### src/rtl/mmio_timer_pkg.sv
// Shared register map and helpers for the memory-mapped timer.
// Holds offset codes, CTRL bit indices and the byte-lane merge.
package mmio_timer_pkg;

  localparam logic [2:0] REG_CTRL     = 3'd0;
  localparam logic [2:0] REG_STATUS   = 3'd1;
  localparam logic [2:0] REG_COUNT    = 3'd2;
  localparam logic [2:0] REG_COMPARE  = 3'd3;
  localparam logic [2:0] REG_PRESCALE = 3'd4;

  localparam int CTRL_EN   = 0;
  localparam int CTRL_AUTO = 1;
  localparam int CTRL_IE   = 2;

  function automatic logic [31:0] byte_merge(
    input logic [31:0] old_v,
    input logic [31:0] wdat,
    input logic [3:0]  sel
  );
    logic [31:0] r;
    for (int i = 0; i < 4; i++) begin
      r[8*i +: 8] = sel[i] ? wdat[8*i +: 8] : old_v[8*i +: 8];
    end
    return r;
  endfunction

endpackage

### src/rtl/mmio_timer_if.sv
// CPU data-port bundle seen by the timer.
// The master drives the request, the slave returns read data.
interface mmio_timer_if;
  logic        ce;
  logic        we;
  logic [31:0] addr;
  logic [3:0]  sel;
  logic [31:0] data_i;
  logic [31:0] data_o;

  modport master (
    output ce, we, addr, sel, data_i,
    input  data_o
  );

  modport slave (
    input  ce, we, addr, sel, data_i,
    output data_o
  );
endinterface

### src/rtl/mmio_timer_prescaler.sv
// Prescaler for the timer: emits a one-cycle tick every
// prescale+1 enabled cycles; the counter idles at 0 when disabled.
module timer_prescaler #(
  parameter int PRESC_W = 16
) (
  input  logic               clk,
  input  logic               rst,
  input  logic               en,
  input  logic [PRESC_W-1:0] prescale,
  output logic               tick
);

  logic [PRESC_W-1:0] pcnt_q, pcnt_d;

  assign tick = en && (pcnt_q == prescale);

  always_comb begin
    pcnt_d = '0;
    if (en && !tick) begin
      pcnt_d = pcnt_q + {{(PRESC_W-1){1'b0}}, 1'b1};
    end
  end

  always_ff @(posedge clk) begin
    if (rst) pcnt_q <= '0;
    else     pcnt_q <= pcnt_d;
  end

endmodule

### src/rtl/mmio_timer.sv
// Memory-mapped compare timer with auto-reload and a level IRQ.
// Registers: CTRL, STATUS, COUNT, COMPARE, PRESCALE at addr[4:2].
module mmio_timer
  import mmio_timer_pkg::*;
#(
  parameter int PRESC_W = 16
) (
  input  logic         clk,
  input  logic         rst,
  mmio_timer_if.slave  bus,
  output logic         int_o
);

  logic [2:0]         ctrl_q, ctrl_d;
  logic               match_q, match_d;
  logic [31:0]        count_q, count_d;
  logic [31:0]        compare_q, compare_d;
  logic [PRESC_W-1:0] prescale_q, prescale_d;

  logic       tick, hit, wr, rd;
  logic [2:0] a;
  logic       unused_addr;

  assign wr = bus.ce & bus.we;
  assign rd = bus.ce & ~bus.we;
  assign a  = bus.addr[4:2];
  assign unused_addr = ^{bus.addr[31:5], bus.addr[1:0]};

  timer_prescaler #(.PRESC_W(PRESC_W)) u_presc (
    .clk      (clk),
    .rst      (rst),
    .en       (ctrl_q[CTRL_EN]),
    .prescale (prescale_q),
    .tick     (tick)
  );

  // Compare uses the pre-write COMPARE value.
  assign hit = tick && (count_q == compare_q);

  always_comb begin
    ctrl_d     = ctrl_q;
    match_d    = match_q;
    count_d    = count_q;
    compare_d  = compare_q;
    prescale_d = prescale_q;

    if (tick) begin
      count_d = (hit && ctrl_q[CTRL_AUTO]) ? 32'h0 : count_q + 32'h1;
    end

    if (wr) begin
      unique case (a)
        REG_CTRL: if (bus.sel[0]) ctrl_d = bus.data_i[2:0];
        REG_STATUS: begin
          if (bus.sel[0] && bus.data_i[0]) match_d = 1'b0;
        end
        REG_COUNT:
          count_d = byte_merge(count_q, bus.data_i, bus.sel);
        REG_COMPARE:
          compare_d = byte_merge(compare_q, bus.data_i, bus.sel);
        REG_PRESCALE:
          prescale_d = PRESC_W'(byte_merge(32'(prescale_q),
                                           bus.data_i, bus.sel));
        default: ;
      endcase
    end

    // A new match beats a same-cycle clear.
    if (hit) match_d = 1'b1;
  end

  always_ff @(posedge clk) begin
    if (rst) begin
      ctrl_q     <= '0;
      match_q    <= 1'b0;
      count_q    <= '0;
      compare_q  <= '0;
      prescale_q <= '0;
    end else begin
      ctrl_q     <= ctrl_d;
      match_q    <= match_d;
      count_q    <= count_d;
      compare_q  <= compare_d;
      prescale_q <= prescale_d;
    end
  end

  always_comb begin
    bus.data_o = 32'h0;
    if (rd) begin
      unique case (a)
        REG_CTRL:     bus.data_o = {29'h0, ctrl_q};
        REG_STATUS:   bus.data_o = {31'h0, match_q};
        REG_COUNT:    bus.data_o = count_q;
        REG_COMPARE:  bus.data_o = compare_q;
        REG_PRESCALE: bus.data_o = 32'(prescale_q);
        default:      bus.data_o = 32'h0;
      endcase
    end
  end

  assign int_o = match_q & ctrl_q[CTRL_IE];

endmodule

### src/flat_wrapper.sv
// flat-port wrapper written by rule: the top's interface ports become plain ports
module mmio_timer_flat import mmio_timer_pkg::*;
#(
  parameter int PRESC_W = 16
)
  (clk, rst, int_o, bus_ce, bus_we, bus_addr, bus_sel, bus_data_i, bus_data_o);
  mmio_timer_if bus_i ();
  input  logic clk;
  input  logic rst;
  output logic int_o;
  input wire logic [$bits(bus_i.ce)-1:0] bus_ce;
  input wire logic [$bits(bus_i.we)-1:0] bus_we;
  input wire logic [$bits(bus_i.addr)-1:0] bus_addr;
  input wire logic [$bits(bus_i.sel)-1:0] bus_sel;
  input wire logic [$bits(bus_i.data_i)-1:0] bus_data_i;
  output wire logic [$bits(bus_i.data_o)-1:0] bus_data_o;
  assign bus_i.ce = bus_ce;
  assign bus_i.we = bus_we;
  assign bus_i.addr = bus_addr;
  assign bus_i.sel = bus_sel;
  assign bus_i.data_i = bus_data_i;
  assign bus_data_o = bus_i.data_o;
  mmio_timer #(.PRESC_W(PRESC_W)) u_core (.clk(clk), .rst(rst), .bus(bus_i), .int_o(int_o));
endmodule
### config.mk
export PLATFORM = sky130hd
export DESIGN_NAME = mmio_timer_flat
export DESIGN_NICKNAME = d
export VERILOG_FILES = /design/src/rtl/mmio_timer_pkg.sv /design/src/rtl/mmio_timer_if.sv /design/src/rtl/mmio_timer_prescaler.sv /design/src/rtl/mmio_timer.sv /design/src/flat_wrapper.sv
export SDC_FILE = /design/constraint.sdc
export NUM_CORES = 1
export LEC_CHECK = 0
export CORE_MARGIN = 5
export CORE_UTILIZATION = 54
export DETAILED_ROUTE_END_ITERATION = 16
export GPL_TIMING_DRIVEN = 0
export PLACE_DENSITY = 0.81
export SLEW_MARGIN = 15
export SYNTH_ARGS = -nofsm -noshare
export SYNTH_HDL_FRONTEND = slang
export SYNTH_SLANG_ARGS = --single-unit
### constraint.sdc
create_clock -name clk -period 2.4 [get_ports clk]
set_clock_uncertainty 0.1 [all_clocks]
set_input_delay 0.24 -clock clk [delete_from_list [all_inputs] [get_ports clk]]
set_output_delay 0.24 -clock clk [all_outputs]
set_load 0.005 [all_outputs]
# Word-level counts from Yosys, hierarchy flattened
# Index checks and enable logic that the tools add are counted.
# totals
output_inout_bits,33
reg_bits,100
wordCells,63
input_bits,72
# classes
addsub,2
n_reduce_logical,19
bitwise_logic,5
n_eq_ne,10
muxes,14
# ops
cell,n
32-bit 2-to-1 mux,5
32-bit one-hot mux with 5 select lines,1
32-bit by 1-bit adder with 32-bit output (second input constant),1
32-bit equality test,1
8-bit 2-to-1 mux,4
3-bit AND reduction,8
16-bit by 1-bit adder with 16-bit output (second input constant),1
16-bit equality test,1
3-bit inequality test (second input constant),4
3-bit by 2-bit equality test with 1-bit output (second input constant),2
2-bit nonzero test,3
1-bit logical AND,5
1-bit 2-to-1 mux,4
1-bit AND,3
3-bit by 1-bit equality test with 1-bit output (second input constant),1
3-bit equality test (second input constant),1
3-bit zero test,1
1-bit NOT,2
2-bit OR reduction,1
1-bit zero test,1

# Logic depth before layout (Yosys ltp)
# Gate-level depths: netlist of run 1.
# depth
word_depth,8
ltp_mapped,9
depth_no_buf,6

# Modules after synthesis
# From an unflattened synthesis of run 1, not the netlist that was laid out.
# hier_totals
cells_unflattened,735
area_unflattened_um2,5964.5
# by_module_without_submodules
module,cells_per_inst,seq_area_each_um2,n_inst,area_per_inst_um2
mmio_timer,633,1681.6,1,5053.6
timer_prescaler,102,320.3,1,910.9

# Worst setup path after synthesis of run 1
# OpenSTA, ideal clock, no wires.
# synth_path
path_type,register to register
startpoint,reg u_core.count_q[21]
endpoint,reg u_core.count_q[17]
n_path_buf,2
t_required_ps,2162
t_arrival_ps,1764
synth_period_minus_slack_ps,2003
path_slack_ps,397
setup_time_ps,138
stages_incl_launch_ff,9
path_cell_list,dfxtp_1 > clkbuf_1 > xnor2_1 > nand4_1 > nor4_1 > nand4_1 > buf_2 > a31oi_1 > a211oi_1
# synth_between
elab_chain_cells,7
# synth_lines
item,line,source
from (decl),mmio_timer.sv:16,"logic [31:0] count_q, count_d;"
from (signal assigned),mmio_timer.sv:82,count_q <= count_d;
32-bit equality test (*),mmio_timer.sv:38,assign hit = tick && (count_q == compare_q);
1-bit logical AND (*),mmio_timer.sv:38,
1-bit logical AND (*),mmio_timer.sv:48,count_d = (hit && ctrl_q[CTRL_AUTO]) ? 32'h0 : count_q + 32'h1;
32-bit 2-to-1 mux (*),mmio_timer.sv:48,
32-bit 2-to-1 mux (*),mmio_timer.sv:47,if (tick) begin
32-bit 2-to-1 mux,mmio_timer.sv:52,unique case (a)
32-bit 2-to-1 mux (*),mmio_timer.sv:51,if (wr) begin
# Every way passes the cells marked *; elsewhere a longest branch is shown, timed or not.
# A chain may end at the register's enable or synchronous reset.

# Worst setup path after layout of run 1
# layout_path
startpoint,reg u_core.count_q[6]
endpoint,reg u_core.count_q[22]
# layout_between
elab_chain_cells,7
word_cells_on_any_way,8
classes_between,1 x add/sub; 1 x eq/ne; 4 x mux; 2 x reduce/logical
# layout_lines
item,line
"parallel branches: the longest is 3 deep, another holds 32-bit by 1-bit adder with 32-bit output",n/a
32-bit 2-to-1 mux (*),mmio_timer.sv:48
32-bit 2-to-1 mux (*),mmio_timer.sv:47
32-bit 2-to-1 mux,mmio_timer.sv:52
32-bit 2-to-1 mux (*),mmio_timer.sv:51
# Every way passes the cells marked *.

==> results of run 1 <==
cell families after synthesis:
kind of cell    count (synthesis)  share of synthesized area, %
compound gates                157                          16.5
xor+xnor                       60                          8.28
fa+ha+maj                       2                         0.394
buf+inv                        79                          5.68
flops                         100                          31.5
mux                            61                          9.68
simple gates                  343                          28.0
state kept, by name, indices dropped and copies added (netlist names):
register	count
u_core.count_q	32
u_core.match_q	1
u_core.u_presc.pcnt_q	16
u_core.compare_q	32
u_core.ctrl_q	3
u_core.prescale_q	16
stage by stage:
step	util, %	instance area [um2]
after floorplan	-	6350
after global placement	63.2	7250
after detailed placement	63.2	7250
after CTS	66.6	7630
after global routing	68.5	7860
final	68.5	7860
cell usage in the layout, fill, tap and decap left out, types with 18 or more instances in the layout:
| cell type | Yosys | layout |
|---|---|---|
| o21ai_0 | 25 | 25 |
| dfxtp_1 | 100 | 97 |
| mux2i_1 | 58 | 58 |
| nand2_1 | 48 | 48 |
| buf_2 | 21 | 19 |
| xor2_1 | 18 | 18 |
| nand4_1 | 31 | 31 |
| a31oi_1 | 21 | 20 |
| nor2_1 | 111 | 108 |
| xnor2_1 | 42 | 36 |
| clkdlybuf4s50_1 | 0 | 70 |
| a21oi_1 | 46 | 46 |
| clkbuf_1 | 33 | 19 |
| nand3_1 | 58 | 58 |
worst max-delay path, stage by stage, from the launching register on:
cell and delay [ns]:
dfxtp_1 0.51, xnor2_2 0.20, nand4_1 0.22, nor4_4 0.34
nand4_1 0.24, buf_2 0.28, o311ai_0 0.15, a221oi_1 0.13
power breakdown:
| part | switching, mW | internal [mW] | total, mW |
|---|---|---|---|
| combinational | 0.247 | 0.173 | 0.420 |
| sequential | 0.0167 | 1.67 | 1.69 |
| clock | 0.674 | 0.795 | 1.47 |
| total | 0.938 | 2.64 | 3.58 |
final timing paths:
path	startpoint	to	slack, ns
worst min register to register	u_core.compare_q[22]$_SDFFE_PP0P_	u_core.compare_q[22]$_SDFFE_PP0P_	0.39
worst max register to register	u_core.count_q[6]$_SDFFE_PP0P_	u_core.count_q[22]$_SDFFE_PP0P_	0.06
worst max-delay path	u_core.count_q[6]$_SDFFE_PP0P_	u_core.count_q[22]$_SDFFE_PP0P_	0.06
worst min-delay path	bus_sel[0]	u_core.count_q[1]$_SDFFE_PP0P_	0.29
synth_stat cells, drive strengths merged (10+ instances only):
cell type | number | area (um2)
a31oi | 21 | 131
buf | 30 | 176
nor3 | 13 | 91.3
mux2i | 58 | 581
and2 | 10 | 62.6
a211oi | 11 | 103
clkbuf | 33 | 124
nor2 | 114 | 440
o21ai | 26 | 130
nand4 | 32 | 206
xor2 | 18 | 158
inv | 15 | 56.3
xnor2 | 42 | 368
nand2 | 48 | 180
a21oi | 46 | 230
o21a | 10 | 75.1
dfxtp | 100 | 2000
nor4 | 19 | 125
nand3 | 59 | 308
and3 | 16 | 100
final cells by class:
type	instances	share of cell area (%)
Timing Repair Buffer	85	10.5
Inverter	16	0.764
Sequential cell	100	25.5
Buffer	60	4.36
Clock buffer	12	3.39
Tap cell	143	2.28
Multi-Input combinational cell	623	52.8
Clock inverter	4	0.398
per-layer routing:
layer	global-route usage (%)	vias up	wire length [um]
met5	0	-	0
met4	10.5	0	788
met3	5.25	71	2380
met2	44.7	453	9320
met1	42.4	3159	8800
li1	-	3098	-
timing repair:
| action | CTS | global route |
|---|---|---|
| gates resized for setup | 27 | 41 |
| cloned | 0 | 1 |
| endpoints found under the setup margin | 96 | 78 |
| pin swaps | 1 | 11 |
| setup buffers | 2 | 10 |
| hold buffers | 0 | 0 |
==> run_results.csv, run 1 <==
group,metric,value,unit
status,run_status,"completed",
clocking,clkSlewWorstSetupHoldPaths,0.07,ns
grt,overflow,0,
floorplanning,ios,105,
final_layout,nets,969,
yosys,netlist_area,0.00635,mm2
yosys,synth_ff_type,"dfxtp_1",
final_layout,fill_cells,946,
worst_hold_path,whs_path_depth,3,
critical_path,cp-end-kind,"flip-flop",
floorplanning,initial_core_util,55.4,%
yosys,synth_seq_cells,100,
clocking,cts_tree,"done",
drt,via_per_inst,6.50,
sta,drv_slew,0,
sta,holdWs,0.291,ns
yosys,synth_edf_count,0,
drt,dr.pass1.iters,8,
yosys,syn_inst,802,
sta,period_needed,2.34,ns
final_layout,finalNonFillerCells,1043,
clocking,clock_latency,0.35,ns
worst_hold_path,hold_class,"primary input to flip-flop",
floorplanning,row_count,39,
critical_path,critPathArrivalTime,2.42,ns
drt,vias,6781,
sta,setup_viol,0,
drt,post_drt_wl_per_cell,20.4,um
critical_path,crit_fanout,10,
clocking,cts_num_sinks,100,
placement,post-place-cells,1017,
yosys,avgSynthCellArea,7.92,um2
yosys,seq_area_frac_synth,31.5,%
placement,numPortBuffers,72,
clocking,clock-root-buffer,"clkbuf_16",
pwr,leakage,2.74,nW
grt,grt_max_degree,17,
yosys,synth_cell_types,63,
grt,grt_use_total,29.6,%
critical_path,critPathLaunchType,"flip-flop",
drt,drt_iter0_drc,974,
final_layout,diodes,0,
pwr,powerDensity,455,mW/mm2
floorplanning,dieArea,0.0140,mm2
sta,fin_tns_setup,0,ns
grt,antenna_found_initial,0,
yosys,synth-async-reset-ratio,0,%
final_layout,areaGrowthSynthToFinish,23.8,%
placement,place_ws,-0.744,ns
grt,grt_pass1_vias,6276,
sta,maxSlewHeadroom,37.1,%
critical_path,r2r_cells,7,
placement,place_hpwl,15300,um
yosys,ys_warn_count,0,
final_layout,multi_input_area,0.00415,mm2
critical_path,critPathRequiredTime,2.49,ns
final_layout,seqCellArea,0.00201,mm2
floorplanning,die_x,118,um
drt,postRouteAntennaNets,0,
floorplanning,core,0.0115,mm2
sta,hold_viol,0,
sta,worst_slack,0.0630,ns
final_layout,final_layout_size_suffix_gt1_share,13.4,%
sta,fin_crit_sh,97.4,%
drt,wl,21300,um
sta,fmax,428,MHz
drt,drc,0,
floorplanning,die_y,118,um
yosys,synth_fp_nets,876,
pwr,power.total,3.58,mW
sta,rsz0062_at_grt,"yes",
critical_path,critPathKind,"flip-flop to flip-flop",
job,drv_cap,0,
clocking,clockBufferDepth,2,
pwr,peakVddDrop,495,uV
sta,tightest_slew,0.940,ns
clocking,cts_made_buffers,9,
grt,grt_pass1_wl,34000,um
placement,place_congestion,0.994,
clocking,htree_levels,3,
Note: power is estimated with default switching activity, not from simulation.
==> run 2, diff against run 1 <==
RECOVER_POWER = 25   (was default)
==> run_results.csv, run 2 (synthesis gave the netlist of run 1 again) <==
group,metric,value,unit
status,run_status,"finished, violations left",
status,violations,"negative setup slack",
critical_path,cpMaxStageDelayCell,"dlygate4sd3_1",
floorplanning,ios,105,
final_layout,mostFrequentLayoutCells,"108 x nor2_1, 97 x dfxtp_1, 68 x clkdlybuf4s50_1",
clocking,clockBufferDepth,2,
floorplanning,die_x,118,um
clocking,cts_made_buffers,9,
grt,grt_max_degree,17,
placement,post-place-cells,1017,
grt,grt_use_total,29.6,%
sta,fmax,409,MHz
grt,overflow,0,
clocking,htree_levels,3,
drt,drc,0,
clocking,clock-root-buffer,"clkbuf_16",
worst_hold_path,min_from,"bus_sel[0]",
sta,rsz0062_at_grt,"yes",
pwr,powerDensity,455,mW/mm2
grt,antenna_found_initial,0,
final_layout,reg_top3,"u_core.compare_q (32), u_core.count_q (32)",
clocking,holdBufCountCts,0,
sta,holdWs,0.297,ns
sta,maxSlewHeadroom,37.9,%
final_layout,areaGrowthSynthToFinish,23.8,%
drt,wl,21300,um
floorplanning,dieArea,0.0140,mm2
worst_hold_path,whs_path_depth,3,
sta,fin_crit_sh,102,%
floorplanning,row_count,39,
sta,hold_viol,0,
final_layout,design_area,0.00786,mm2
critical_path,critPathLaunchType,"primary input",
worst_hold_path,hold_class,"primary input to flip-flop",
clocking,clkSlewWorstSetupHoldPaths,0.07,ns
worst_hold_path,min_to,"u_core.count_q[1]$_SDFFE_PP0P_",
placement,place_hpwl,15300,um
drt,post_drt_wl_per_cell,20.4,um
pwr,peakVddDrop,495,uV
pwr,leakage,2.74,nW
grt,grt_pass1_vias,6276,
placement,placed_area,0.00725,mm2
clocking,cts_tree,"done",
critical_path,critPathArrivalTime,2.59,ns
placement,place_congestion,0.994,
floorplanning,initial_core_util,55.4,%
critical_path,slowest_delay,0.58,ns
clocking,cts_num_sinks,100,
critical_path,critPathKind,"primary input to flip-flop",
drt,via_per_inst,6.49,
placement,numPortBuffers,72,
critical_path,reg2reg_from,"u_core.count_q[6]$_SDFFE_PP0P_",
sta,setup_viol,5,
final_layout,nets,969,
clocking,clock_latency,0.35,ns
floorplanning,core,0.0115,mm2
sta,tightest_slew,0.928,ns
critical_path,r2r-end,"u_core.count_q[22]$_SDFFE_PP0P_",
final_layout,fill_cells,946,
drt,drt_iter0_drc,974,
sta,drv_slew,0,
pwr,power.total,3.58,mW
sta,worst_slack,-0.0424,ns
drt,dr.pass1.iters,6,
placement,place_ws,-0.744,ns
sta,period_needed,2.44,ns
critical_path,critPathRequiredTime,2.55,ns
drt,postRouteAntennaNets,0,
grt,grt_pass1_wl,34000,um
final_layout,multi_input_area,0.00415,mm2
final_layout,final_common_cell,"nor2_1",
final_layout,final_layout_size_suffix_gt1_share,13.4,%
critical_path,crit_fanout,10,
job,drv_cap,0,
floorplanning,die_y,118,um
final_layout,finalNonFillerCells,1043,
critical_path,cp-end-kind,"flip-flop",
final_layout,seqCellArea,0.00201,mm2
critical_path,r2r_cells,7,
drt,vias,6770,
critical_path,path_cells,"dlygate4sd3_1, nand2_1, or3_1, clkbuf_1, buf_2, nand4_1, a221oi_1",
final_layout,diodes,0,
critical_path,r2r_setup_slack,0.04,ns
-- run 2: changes by cell type in the layout (fill, tap and decap cells not counted) --
| cell | delta |
|---|---|
| clkdlybuf4s50_1 | -2 |
| dlygate4sd3_1 | +2 |
-- run 2: what timing repair did --
item | 4_1_cts | 5_1_grt
cloned | 0 | 1
buffers inserted | 2 | 10
pin swaps | 1 | 11
endpoints found under the setup margin | 96 | 78
gates resized for setup | 27 | 41
-- run 2: where the power goes --
part           total, mW  internal (mW)  switching [mW]
clock               1.47          0.795           0.672
sequential          1.69           1.67          0.0167
combinational      0.421          0.173           0.248
total               3.58           2.64           0.937
-- run 2: metal layers --
layer	share of wire (%)	global-route usage, %	vias up
li1	-	-	3095
met1	42	42.4	3152
met2	44	44.7	460
met3	11	5.25	63
met4	3.4	10.5	0
met5	0	0	-
-- run 2: worst max-delay path by stage --
stage                                                    from  depth (start not counted)  slack, ns                         endpoint
after detailed placement                          bus_addr[2]                          8      -0.74                   bus_data_o[23]
after floorplan               u_core.count_q[21]$_SDFFE_PP0P_                          8       0.40  u_core.count_q[17]$_SDFFE_PP0P_
after global routing      u_core.u_presc.pcnt_q[6]$_SDFF_PP0_                          8      -0.11  u_core.count_q[22]$_SDFFE_PP0P_
final                                                  bus_ce                          7      -0.04  u_core.count_q[18]$_SDFFE_PP0P_
after CTS                 u_core.u_presc.pcnt_q[0]$_SDFF_PP0_                          7      0.004  u_core.count_q[28]$_SDFFE_PP0P_
after global placement                            bus_addr[2]                          8      -0.70                   bus_data_o[25]
-- run 2: stage by stage --
stage / util [%] / setup TNS, ns
floorplan: - / 0
global placement: 63.2 / -43.03
detailed placement: 63.2 / -44.47
CTS: 66.6 / 0
global route: 68.5 / -1.11
finish: 68.5 / -0.0825
-- run 2: critical path, delay by kind of cell --
family,cells,cell delay (ns)
buffers and inverters,3,1.45
AND/OR/NAND/NOR,3,0.61
AO/OA/AOI/OAI,1,0.28
-- run 2: layout make-up --
cell class / count / share of cell area, %
clock buffer: 12 / 3.39
timing repair buffer: 85 / 10.5
clock inverter: 4 / 0.398
inverter: 16 / 0.764
buffer: 60 / 4.36
tap: 143 / 2.28
sequential: 100 / 25.5
multi-input combinational: 623 / 52.8
==> run 3, diff against run 2 <==
CORE_ASPECT_RATIO = 0.9   (was default)
CORE_UTILIZATION = 59   (was 54)
CTS_CLUSTER_SIZE = 16   (was default)
PLACE_DENSITY = 0.87   (was 0.81)
clock period = 3.15 ns   (was 2.4 ns; I/O delays follow)
==> run_results.csv, run 3 (synthesis gave the netlist of run 1 again) <==
group,metric,value,unit
status,run_status,"finished, violations left",
status,violations,"max-capacitance violations",
placement,place_congestion,1.01,
drt,dr.pass1.iters,6,
pwr,peakVddDrop,254,uV
sta,hold_viol,0,
placement,placed_area,0.00724,mm2
floorplanning,row_count,36,
sta,maxSlewHeadroom,1.43,%
clocking,clkSlewWorstSetupHoldPaths,0.07,ns
critical_path,r2r-end,"u_core.count_q[11]$_SDFFE_PP0P_",
clocking,clock-root-buffer,"clkbuf_16",
worst_hold_path,whs_path_depth,4,
sta,period_needed,2.99,ns
pwr,powerDensity,357,mW/mm2
drt,postRouteAntennaNets,0,
pwr,power.internal,2.01,mW
drt,routed.top_layer,"met4",
sta,setup_viol,0,
floorplanning,core,0.0107,mm2
worst_hold_path,min_to,"u_core.match_q$_SDFFE_PP0P_",
placement,post-place-cells,1007,
clocking,cts_num_sinks,100,
pwr,p_clk_share,41.6,%
final_layout,nets,960,
grt,overflow,0,
sta,rsz0062_at_grt,"no",
pwr,netSwitchingPower,0.675,mW
final_layout,reg_top3,"u_core.compare_q (32), u_core.count_q (32)",
worst_hold_path,min_from,"bus_addr[3]",
critical_path,r2r_setup_slack,0.31,ns
final_layout,mostFrequentLayoutCells,"112 x nor2_1, 100 x dfxtp_1, 71 x clkdlybuf4s50_1",
pwr,leakage,2.59,nW
sta,drv_slew,0,
critical_path,critPathArrivalTime,2.58,ns
drt,drt-met1-wl,8590,um
final_layout,final_layout_size_suffix_gt1_share,7.64,%
critical_path,reg2reg_from,"u_core.u_presc.pcnt_q[0]$_SDFF_PP0_",
pwr,p_seq_share,47.8,%
sta,tightest_slew,1.47,ns
clocking,cts_tree,"done",
placement,place_hpwl,15500,um
pwr,power_frac_comb,10.6,%
sta,fin_crit_sh,95.0,%
critical_path,critPathKind,"primary input to output port",
worst_hold_path,hold_class,"primary input to flip-flop",
pwr,swShare,25.1,%
drt,vias,6849,
clocking,cts_made_buffers,9,
drt,wl_met2,9120,um
final_layout,finalNonFillerCells,1023,
drt,drt_iter0_drc,1133,
critical_path,r2r_cells,8,
critical_path,cp-end-kind,"output port",
final_layout,design_area,0.00752,mm2
floorplanning,initial_core_util,59.5,%
drt,via_per_inst,6.70,
final_layout,diodes,0,
critical_path,crit_fanout,10,
drt,post_drt_wl_per_cell,20.9,um
clocking,holdBufCountCts,0,
grt,antenna_found_initial,0,
floorplanning,die_x,119,um
clocking,clockBufferDepth,2,
floorplanning,die_y,108,um
clocking,clock_latency,0.35,ns
floorplanning,dieArea,0.0129,mm2
job,drv_cap,1,
drt,wl,21400,um
placement,numPortBuffers,72,
drt,wl_met3,2720,um
final_layout,final_common_cell,"nor2_1",
grt,grt_use_total,32.7,%
final_layout,areaGrowthSynthToFinish,18.5,%
grt,grt_pass1_wl,33600,um
critical_path,critPathLaunchType,"primary input",
clocking,htree_levels,3,
critical_path,critPathRequiredTime,2.73,ns
grt,grt_max_degree,16,
sta,fmax,334,MHz
floorplanning,ios,105,
grt,grt_pass1_vias,6279,
drt,drc,0,
sta,holdWs,0.359,ns
run 3: worst max-delay path by stage:
stage	start	end	cells past startpoint	slack, ns
6_report	bus_addr[4]	bus_data_o[26]	7	0.16
3_5_place_dp	bus_addr[2]	bus_data_o[26]	8	-0.17
2_1_floorplan	u_core.count_q[21]$_SDFFE_PP0P_	u_core.count_q[17]$_SDFFE_PP0P_	8	1.15
3_3_place_gp	bus_addr[2]	bus_data_o[21]	8	-0.12
4_1_cts	bus_addr[2]	bus_data_o[21]	6	0.03
5_1_grt	bus_addr[4]	bus_data_o[22]	7	0.03
run 3: repair_timing:
action	CTS	global route
endpoints found under the setup margin	12	23
buffers inserted	1	0
resized for setup	2	7
pin swaps	1	0
run 3: layout make-up:
cell class                 count  area, um2
clock buffer                  11        243
multi-input combinational    623       3980
timing repair buffer          73        728
tap                          133        166
buffer                        63        297
fill                         866       3150
clock inverter                 4       50.0
sequential                   100       2000
inverter                      16       60.1
run 3: routing by layer:
layer | global-route usage (%) | up-vias
met5 | 0 | -
met1 | 43.9 | 3172
met3 | 9.05 | 99
met2 | 50.2 | 489
met4 | 12.9 | 0
li1 | - | 3089
run 3: critical path, cell delays in order:
cell	delay (ns)
clkdlybuf4s50_1	0.48
nand2b_1	0.29
or2_2	0.33
clkbuf_1	0.25
buf_2	0.27
nor2_1	0.13
clkdlybuf4s50_1	0.51
run 3: power by group through the flow:
| stage | sequential (mW) | clock [mW] | combinational, mW |
|---|---|---|---|
| global route | 1.29 | 1.17 | 0.297 |
| global placement | 1.31 | 0 | 0.272 |
| CTS | 1.29 | 1.12 | 0.277 |
| finish | 1.29 | 1.12 | 0.285 |
| floorplan | 1.31 | 0 | 0.149 |
| detailed placement | 1.31 | 0 | 0.273 |
run 3: through the flow:
step                      util [%]  worst slack [ns]  setup TNS [ns]  total power, mW
after floorplan                  -              1.15               0             1.46
after global placement        67.8            -0.121           -1.13             1.59
after detailed placement      67.8            -0.167           -1.45             1.59
after CTS                     70.6            0.0257               0             2.68
after global routing          70.5            0.0258               0             2.76
final                         70.5             0.157               0             2.69
